## src/rtl/car_ctrl_pkg.sv

```systemverilog
// Shared constants for the car motion sequencer: widths, FSM encoding,
// config register map and sprite-core register addresses.
package car_ctrl_pkg;

  localparam int unsigned POS_W  = 11;
  localparam int unsigned VEL_W  = 8;
  localparam int unsigned ADDR_W = 14;
  localparam int unsigned DATA_W = 32;
  localparam int unsigned CFG_AW = 3;

  typedef logic [1:0] state_t;
  localparam state_t ST_IDLE = 2'd0;
  localparam state_t ST_CALC = 2'd1;
  localparam state_t ST_WR_X = 2'd2;
  localparam state_t ST_WR_Y = 2'd3;

  localparam logic [CFG_AW-1:0] CFG_CTRL = 3'd0;
  localparam logic [CFG_AW-1:0] CFG_DX   = 3'd1;
  localparam logic [CFG_AW-1:0] CFG_DY   = 3'd2;
  localparam logic [CFG_AW-1:0] CFG_XMIN = 3'd3;
  localparam logic [CFG_AW-1:0] CFG_XMAX = 3'd4;
  localparam logic [CFG_AW-1:0] CFG_YMIN = 3'd5;
  localparam logic [CFG_AW-1:0] CFG_YMAX = 3'd6;
  localparam logic [CFG_AW-1:0] CFG_RSVD = 3'd7;

  localparam logic [ADDR_W-1:0] SPR_ADDR_X0 = 14'h2001;
  localparam logic [ADDR_W-1:0] SPR_ADDR_Y0 = 14'h2002;

endpackage

```

## src/rtl/car_axis_step.sv

```systemverilog
// One-axis position/velocity step with bounce or wrap at [min,max].
module car_axis_step
  import car_ctrl_pkg::*;
(
  input  logic [POS_W-1:0] pos_i,
  input  logic [VEL_W-1:0] d_i,
  input  logic [POS_W-1:0] min_i,
  input  logic [POS_W-1:0] max_i,
  input  logic             wrap_i,
  output logic [POS_W-1:0] pos_o,
  output logic [VEL_W-1:0] d_o
);

  localparam int unsigned SUM_W = POS_W + 1;

  logic signed [SUM_W-1:0] next_s;
  logic signed [SUM_W-1:0] min_s;
  logic signed [SUM_W-1:0] max_s;
  logic        [VEL_W-1:0] d_neg;

  assign next_s = $signed({1'b0, pos_i}) + $signed({{(SUM_W-VEL_W){d_i[VEL_W-1]}}, d_i});
  assign min_s  = $signed({1'b0, min_i});
  assign max_s  = $signed({1'b0, max_i});

  // The most negative velocity has no positive twin; clamp it instead.
  assign d_neg = (d_i == {1'b1, {(VEL_W-1){1'b0}}}) ? {1'b0, {(VEL_W-1){1'b1}}}
                                                    : VEL_W'(~d_i + VEL_W'(1));

  always_comb begin
    pos_o = next_s[POS_W-1:0];
    d_o   = d_i;
    if (next_s > max_s) begin
      pos_o = wrap_i ? min_i : max_i;
      d_o   = wrap_i ? d_i : d_neg;
    end else if (next_s < min_s) begin
      pos_o = wrap_i ? max_i : min_i;
      d_o   = wrap_i ? d_i : d_neg;
    end
  end

endmodule

```

## src/rtl/car_motion_ctrl.sv

```systemverilog
// Per-frame sprite motion engine: steps x/y in vblank and writes x0/y0 to the
// sprite core over a bus shared with the CPU (CPU always has priority).
module car_motion_ctrl
  import car_ctrl_pkg::*;
#(
  parameter int unsigned H_ACTIVE = 640,
  parameter int unsigned V_ACTIVE = 480,
  parameter int unsigned SPR_W    = 32,
  parameter int unsigned SPR_H    = 32
) (
  input  logic              clk,
  input  logic              reset,
  input  logic [POS_W-1:0]  x,
  input  logic [POS_W-1:0]  y,
  input  logic              ctrl_cs,
  input  logic              ctrl_write,
  input  logic [CFG_AW-1:0] ctrl_addr,
  input  logic [DATA_W-1:0] ctrl_wr_data,
  input  logic              cpu_cs,
  input  logic              cpu_write,
  input  logic [ADDR_W-1:0] cpu_addr,
  input  logic [DATA_W-1:0] cpu_wr_data,
  output logic              core_cs,
  output logic              core_write,
  output logic [ADDR_W-1:0] core_addr,
  output logic [DATA_W-1:0] core_wr_data,
  output logic [POS_W-1:0]  pos_x,
  output logic [POS_W-1:0]  pos_y,
  output logic              frame_done
);

  localparam logic [POS_W-1:0] X_MAX_RST = POS_W'(H_ACTIVE - SPR_W);
  localparam logic [POS_W-1:0] Y_MAX_RST = POS_W'(V_ACTIVE - SPR_H);

  state_t             state_q, state_d;
  logic               cond, cond_d_q, tick;
  logic               en_q, wrap_q, cfg_we, shadow_x, shadow_y;
  logic [VEL_W-1:0]   dx_q, dx_d, dy_q, dy_d, dx_step, dy_step;
  logic [POS_W-1:0]   pos_x_q, pos_x_d, pos_y_q, pos_y_d, x_step, y_step;
  logic [POS_W-1:0]   x_min_q, x_max_q, y_min_q, y_max_q;
  logic               unused_bits;

  assign unused_bits = ^{ctrl_wr_data[DATA_W-1:POS_W], cpu_addr[ADDR_W-2:2]};

  // Edge-detect the vblank point so a slow pixel enable still yields one tick.
  assign cond = (x == '0) && (y == POS_W'(V_ACTIVE));
  assign tick = cond & ~cond_d_q;

  assign cfg_we   = ctrl_cs & ctrl_write;
  assign shadow_x = cpu_cs & cpu_write & cpu_addr[ADDR_W-1] & (cpu_addr[1:0] == 2'b01);
  assign shadow_y = cpu_cs & cpu_write & cpu_addr[ADDR_W-1] & (cpu_addr[1:0] == 2'b10);

  car_axis_step u_step_x (
    .pos_i(pos_x_q), .d_i(dx_q), .min_i(x_min_q), .max_i(x_max_q), .wrap_i(wrap_q),
    .pos_o(x_step),  .d_o(dx_step)
  );

  car_axis_step u_step_y (
    .pos_i(pos_y_q), .d_i(dy_q), .min_i(y_min_q), .max_i(y_max_q), .wrap_i(wrap_q),
    .pos_o(y_step),  .d_o(dy_step)
  );

  always_ff @(posedge clk or posedge reset) begin
    if (reset) begin
      en_q    <= 1'b0;
      wrap_q  <= 1'b0;
      x_min_q <= '0;
      x_max_q <= X_MAX_RST;
      y_min_q <= '0;
      y_max_q <= Y_MAX_RST;
    end else if (cfg_we) begin
      case (ctrl_addr)
        CFG_CTRL: {wrap_q, en_q} <= ctrl_wr_data[1:0];
        CFG_XMIN: x_min_q        <= ctrl_wr_data[POS_W-1:0];
        CFG_XMAX: x_max_q        <= ctrl_wr_data[POS_W-1:0];
        CFG_YMIN: y_min_q        <= ctrl_wr_data[POS_W-1:0];
        CFG_YMAX: y_max_q        <= ctrl_wr_data[POS_W-1:0];
        default: ;
      endcase
    end
  end

  always_ff @(posedge clk or posedge reset) begin
    if (reset) begin
      state_q  <= ST_IDLE;
      cond_d_q <= 1'b0;
      pos_x_q  <= '0;
      pos_y_q  <= '0;
      dx_q     <= '0;
      dy_q     <= '0;
    end else begin
      state_q  <= state_d;
      cond_d_q <= cond;
      pos_x_q  <= pos_x_d;
      pos_y_q  <= pos_y_d;
      dx_q     <= dx_d;
      dy_q     <= dy_d;
    end
  end

  always_comb begin
    state_d    = state_q;
    frame_done = 1'b0;
    case (state_q)
      ST_IDLE: if (tick && en_q) state_d = ST_CALC;
      ST_CALC: state_d = ST_WR_X;
      ST_WR_X: if (!cpu_cs) state_d = ST_WR_Y;
      ST_WR_Y: begin
        if (!cpu_cs) begin
          frame_done = 1'b1;
          state_d    = ST_IDLE;
        end
      end
      default: state_d = ST_IDLE;
    endcase
  end

  // Host writes land after the computed step so they override it in CALC.
  always_comb begin
    pos_x_d = pos_x_q;
    pos_y_d = pos_y_q;
    dx_d    = dx_q;
    dy_d    = dy_q;
    if (state_q == ST_CALC) begin
      pos_x_d = x_step;
      pos_y_d = y_step;
      dx_d    = dx_step;
      dy_d    = dy_step;
    end
    if (shadow_x) pos_x_d = cpu_wr_data[POS_W-1:0];
    if (shadow_y) pos_y_d = cpu_wr_data[POS_W-1:0];
    if (cfg_we && (ctrl_addr == CFG_DX)) dx_d = ctrl_wr_data[VEL_W-1:0];
    if (cfg_we && (ctrl_addr == CFG_DY)) dy_d = ctrl_wr_data[VEL_W-1:0];
  end

  always_comb begin
    core_cs      = 1'b0;
    core_write   = 1'b0;
    core_addr    = '0;
    core_wr_data = '0;
    if (cpu_cs) begin
      core_cs      = cpu_cs;
      core_write   = cpu_write;
      core_addr    = cpu_addr;
      core_wr_data = cpu_wr_data;
    end else if (state_q == ST_WR_X) begin
      core_cs      = 1'b1;
      core_write   = 1'b1;
      core_addr    = SPR_ADDR_X0;
      core_wr_data = DATA_W'(pos_x_q);
    end else if (state_q == ST_WR_Y) begin
      core_cs      = 1'b1;
      core_write   = 1'b1;
      core_addr    = SPR_ADDR_Y0;
      core_wr_data = DATA_W'(pos_y_q);
    end
  end

  assign pos_x = pos_x_q;
  assign pos_y = pos_y_q;

endmodule

```

## config.mk

```make
export PLATFORM = sky130hd
export DESIGN_NAME = car_motion_ctrl
export DESIGN_NICKNAME = d
export VERILOG_FILES = /design/src/rtl/car_ctrl_pkg.sv /design/src/rtl/car_axis_step.sv /design/src/rtl/car_motion_ctrl.sv
export SDC_FILE = /design/constraint.sdc
export NUM_CORES = 1
export LEC_CHECK = 0
export BUFFER_PORTS_ARGS = -buffer_cell sky130_fd_sc_hd__buf_2
export CORE_UTILIZATION = 34
export DETAILED_ROUTE_END_ITERATION = 16
export GPL_TIMING_DRIVEN = 0
export MAX_ROUTING_LAYER = met4
export PLACE_DENSITY = 0.54
export SYNTH_ARGS = -nofsm -noshare
export SYNTH_HDL_FRONTEND = slang
export SYNTH_SLANG_ARGS = --single-unit
export TNS_END_PERCENT = 10
```

## constraint.sdc

```tcl
create_clock -name clk -period 5.15 [get_ports clk]
set_input_delay 0.515 -clock clk [delete_from_list [all_inputs] [get_ports clk]]
set_output_delay 0.515 -clock clk [all_outputs]
set_load 0.01 [all_outputs]
```

## After elaboration in Yosys (flattened, before gate mapping)

Index checks and enable logic that the tools add are counted.

| storage, ports and cells | value |
|---|---|
| input port bits | 109 |
| output and inout port bits | 71 |
| word-level logic and storage cells | 107 |
| register bits | 87 |

| cells by class | value |
|---|---|
| magnitude comparators | 4 |
| mux-type cells | 40 |
| reductions and logical operators | 21 |
| add/sub/neg operators | 4 |
| eq/ne operators | 17 |
| bitwise operators | 9 |

Operators by type and width:

| operator | count |
|---|---|
| 11-bit 2-to-1 mux | 14 |
| 8-bit 2-to-1 mux | 12 |
| 14-bit 2-to-1 mux | 3 |
| 32-bit 2-to-1 mux | 1 |
| 12-bit by 8-bit adder with 12-bit output | 2 |
| 12-bit greater-than comparator | 2 |
| 12-bit less-than comparator | 2 |
| 8-bit by 1-bit adder with 8-bit output (second input constant) | 2 |
| 8-bit equality test (second input constant) | 2 |
| 8-bit NOT | 2 |
| 2-bit AND reduction | 7 |
| 11-bit by 9-bit equality test with 1-bit output (second input constant) | 1 |
| 11-bit logical NOT | 1 |
| 3-bit equality test (second input constant) | 3 |
| 2-bit one-hot mux with 4 select lines | 1 |
| 2-bit nonzero test | 4 |
| 1-bit bitwise AND | 6 |
| 2-bit equality test (second input constant) | 3 |
| 3-bit by 2-bit equality test with 1-bit output (second input constant) | 2 |
| 1-bit 2-to-1 mux | 6 |
| 2-bit 2-to-1 mux | 3 |
| 2-bit inequality test (second input constant) | 3 |
| 3-bit nonzero test | 2 |
| 2-bit by 1-bit equality test with 1-bit output (second input constant) | 2 |
| other kinds (6) | 9 |

## Logic depth before layout (Yosys ltp)

| logic depth | value |
|---|---|
| depth in word-level cells | 8 |
| depth in mapped cells | 18 |
| gate-level depth less buffers | 17 |

## Hierarchy

A second synthesis with hierarchy kept.

| unflattened totals | value |
|---|---|
| cell total of the unflattened synthesis | 830 |
| area, all modules | 7363.3 um^2 |

Modules (own cells, without submodules):

| module | seq. area each (um^2) | cells an instance | times used | area each (um^2) |
|---|---|---|---|---|
| car_motion_ctrl | 2184.6 | 409 | 1 | 4324.1 |
| car_axis_step (u_step_x) | 0.0 | 212 | 1 | 1544.0 |
| car_axis_step (u_step_y) | 0.0 | 209 | 1 | 1495.2 |

## Worst setup path before layout

OpenSTA, ideal clock, no wires.

| timing | value |
|---|---|
| path type | reg-to-reg |
| start point | register pos_x_q[0], in the netlist pos_x[0] |
| end point | register pos_x_q[0], in the netlist pos_x[0] |
| path buffers | 1 |
| data required time | 5.055 ns |
| arrival time | 4.131 ns |
| period minus slack after synthesis | 4.226 ns |
| library setup time | 0.095 ns |
| stages on the path, launching flop included | 19 |
| path slack | 0.924 ns |
| cells stage by stage | dfrtp_1 > ha_1 > fa_1 > a21o_1 > a221oi_1 > o21ai_0 > a31o_2 > a21oi_1 > xnor2_1 > ha_1 > or4_1 > a21oi_1 > o21ai_1 > o21ai_4 > or3_1 > buf_6 > o22ai_1 > o31a_1 > o31ai_1 |

| on the way | value |
|---|---|
| longest elaborated chain between the ends | 6 |
| elaborated cells on any way between the ends | 7 |
| classes of those cells | add/sub: 1; order compare: 2; mux: 4 |

RTL lines:

| what | RTL line | text |
|---|---|---|
| start, declared | car_motion_ctrl.sv:39 | `logic [POS_W-1:0] pos_x_q, pos_x_d, pos_y_q, pos_y_d, x_step, y_step;` |
| start signal, assigned | car_motion_ctrl.sv:94 | `pos_x_q <= pos_x_d;` |
| 12-bit by 8-bit adder with 12-bit output (*) | car_axis_step.sv:21 | `assign next_s = $signed({1'b0, pos_i}) + $signed({{(SUM_W-VEL_W){d_i[VEL_W-1]}}, d_i});` |
| 12-bit less-than comparator | car_axis_step.sv:35 | `end else if (next_s < min_s) begin` |
| 11-bit 2-to-1 mux | car_axis_step.sv:35 |  |
| 11-bit 2-to-1 mux (*) | car_axis_step.sv:32 | `if (next_s > max_s) begin` |
| 11-bit 2-to-1 mux (*) | car_motion_ctrl.sv:124 | `if (state_q == ST_CALC) begin` |
| 11-bit 2-to-1 mux (*) | car_motion_ctrl.sv:130 | `if (shadow_x) pos_x_d = cpu_wr_data[POS_W-1:0];` |

Mark *: on every way between the ends. The rest lies on a longest branch, timed or not. The select of a mux whose other input is x is not followed.
A chain may end at the register's enable or synchronous reset.

## Worst setup path after layout

| timing | value |
|---|---|
| start point | register pos_x_q[0], in the netlist pos_x[0] |
| end point | register pos_x_q[2], in the netlist pos_x[2] |

The elaborated chain is that of the path after synthesis.

==> results.ini <==
[sta]
slew_headroom = 0.2502
rsz0062_at_grt = false
finalCritPeriodShare = 0.9551
tns_ns = 0
worstMarginPinSlew_ns = 1.116
layout_min_cycle_time_ns = 4.919
hold_ws_ns = 0.2207
final_max_slew_viol_count = 0
fmax_mhz = 203.3
finClkSkew_ns = 0.01155
setup_viol = 0
hold_viol = 0

[global_routing]
grt_max_degree = 49
grt_usage = 0.2472
overflow = 0
grt_pass1_wl_um = 39500
antenna_found_initial = 0
first_global_vias = 6657

[clock_network]
clk_pin_slew_ns = 0.07
numCtsBuffers = 9
holdBufCountCts = 0
cts.sinks = 87
cts_setup_buffers = 0
cts_resized = 0
clk_latency_ns = 0.35
htree_levels = 3
clock_tree.root_cell = clkbuf_16
cts_tree = yes
cts_max_path_buffers = 2

[yosys]
syn-num-nets = 1060
syn-cell-area_um2 = 7335
seq_area_frac_synth = 0.2979
ys_seq_elements = 87
synth_cell_types = 76
ys.flop_type = dfrtp_1
synth.most_common_cell = nand2_1
synth_edf_count = 0
synthTopCellsByCount = 86 x nand2_1, 84 x o21ai_0, 81 x dfrtp_1
avgSynthCellArea_um2 = 8.354
synth.area.top_cells = dfrtp_1 28%, ha_1 12%, o21ai_0 5.7%
synth_top_area_frac = 0.2764
synthCells = 878
yosysTopAreaCell = dfrtp_1
synthArstFlopShare = 1.000
ys_warn_count = 0

[placement]
portBuffers = 157
place_hpwl_um = 21380
place_congestion = 0.8931
place_area_um2 = 8494

[layout]
drive_gt1_frac = 0.2198
area_growth_syn_to_layout_pct = 20.18
fill_cells = 2147
nets = 1229
antenna_cells = 0
finalInstanceArea_um2 = 8815
final_util = 0.4180

[floorplanning]
start_util = 0.3478
io_pins = 180
fp-row-count = 53
die_h_um = 148.9
die_area_um2 = 22160
fp.dieW_um = 148.9
core_area_um2 = 21090

[status]
status = completed

[route]
firstDrtPassIters = 4
wl_per_cell_um = 20.03
met3_length_um = 1771
dr_wl_met2_um = 12010
vias = 7331
antenna_left = 0
met1Wirelength_um = 12260
drcViolationCount = 0
drtIter0Drc = 444
top_layer = met4
drt_wl_total_um = 26570
viasPerCell = 5.529

[setup_path]
cp-end-kind = register
worstPathRequired_ns = 5.39
cp_max_fo = 10
crit_path_start_kind = register
critical_path_class = reg2reg
cp.arrival_ns = 5.15

[hold_path]
hold_class = in2async

[run]
maxCapViolCount = 0

## worst max-delay path: stages (launching register included)
cell      delay, ns
dfrtp_1        0.45
ha_1           0.30
fa_1           0.44
a21o_1         0.20
a221oi_1       0.39
o21ai_0        0.19
a31o_2         0.27
a21oi_1        0.17
xnor2_1        0.14
ha_1           0.22
or4_1          0.54
a21oi_1        0.13
o21ai_1        0.11
o21ai_4        0.30
a21oi_4        0.18
o21ai_1        0.38
a31oi_1        0.14
a32o_1         0.27
## cells in the final DEF, fill, tap and decap left out, types with 32 or more instances in the layout
cell      synthesis  final
a21oi_1          54     54
and2_1           35     35
buf_2             4    161
clkbuf_1         30     32
dfrtp_1          81     81
ha_1             71     71
inv_1            57     56
nand2_1          86     86
nor2_1           70     70
o21ai_0          84     84
## logic make-up after synthesis
kind of cell | after synthesis | synth area share
flip-flops | 87 | 0.2978
AO/OA/AOI/OAI | 271 | 0.2438
AND/OR/NAND/NOR | 305 | 0.2129
multiplexers | 29 | 0.04435
XOR/XNOR | 19 | 0.02474
adder cells (fa/ha/maj) | 73 | 0.1266
buffers and inverters | 94 | 0.04981
## registers in the layout (all words and copies together), names as in the netlist
signal / cells
en_q: 1
cond_d_q: 1
x_max_q: 11
dx_q: 8
y_max_q: 11
wrap_q: 1
pos_y: 11
dy_q: 8
state_q: 2
pos_x: 11
y_min_q: 11
x_min_q: 11
## worst paths after layout
check	startpoint	to	slack [ns]	cells after the start
max in group asynchronous	reset	y_max_q[6]	4.23	3
max	pos_x[0]	pos_x[2]	0.23	17
min reg2reg	x_max_q[2]	x_max_q[2]	0.51	1
min	reset	y_min_q[5]	0.22	2
min in group clk	x[8]	cond_d_q	0.35	2
max reg2reg	pos_x[0]	pos_x[2]	0.23	17
## metrics by stage
stage	worst slack, ns	instances
2_1_floorplan	0.9237	878
3_3_place_gp	0.2886	1310
3_5_place_dp	0.2828	1311
4_1_cts	0.2557	1326
5_1_grt	0.02201	1326
6_report	0.2311	1326
## layer usage
metal,vias up,GRT usage
met3,29,0.02263
met4,0,0.07194
met1,3456,0.3387
li1,3525,-
met2,321,0.3871
met5,-,-
## layout make-up
class,instances,area (µm²),area share
timing repair buffer,158,813.3,0.09226
tap,275,344.1,0.03903
clock buffer,12,246.5,0.02796
clock inverter,3,67.56,0.007665
sequential,87,2185,0.2478
multi-input combinational,697,4791,0.5435
inverter,58,220.2,0.02498
buffer,36,147.6,0.01675
Power is left out: the tool's default activity adds up to more than one toggle a clock period on the data nets, which glitch-free logic cannot reach.
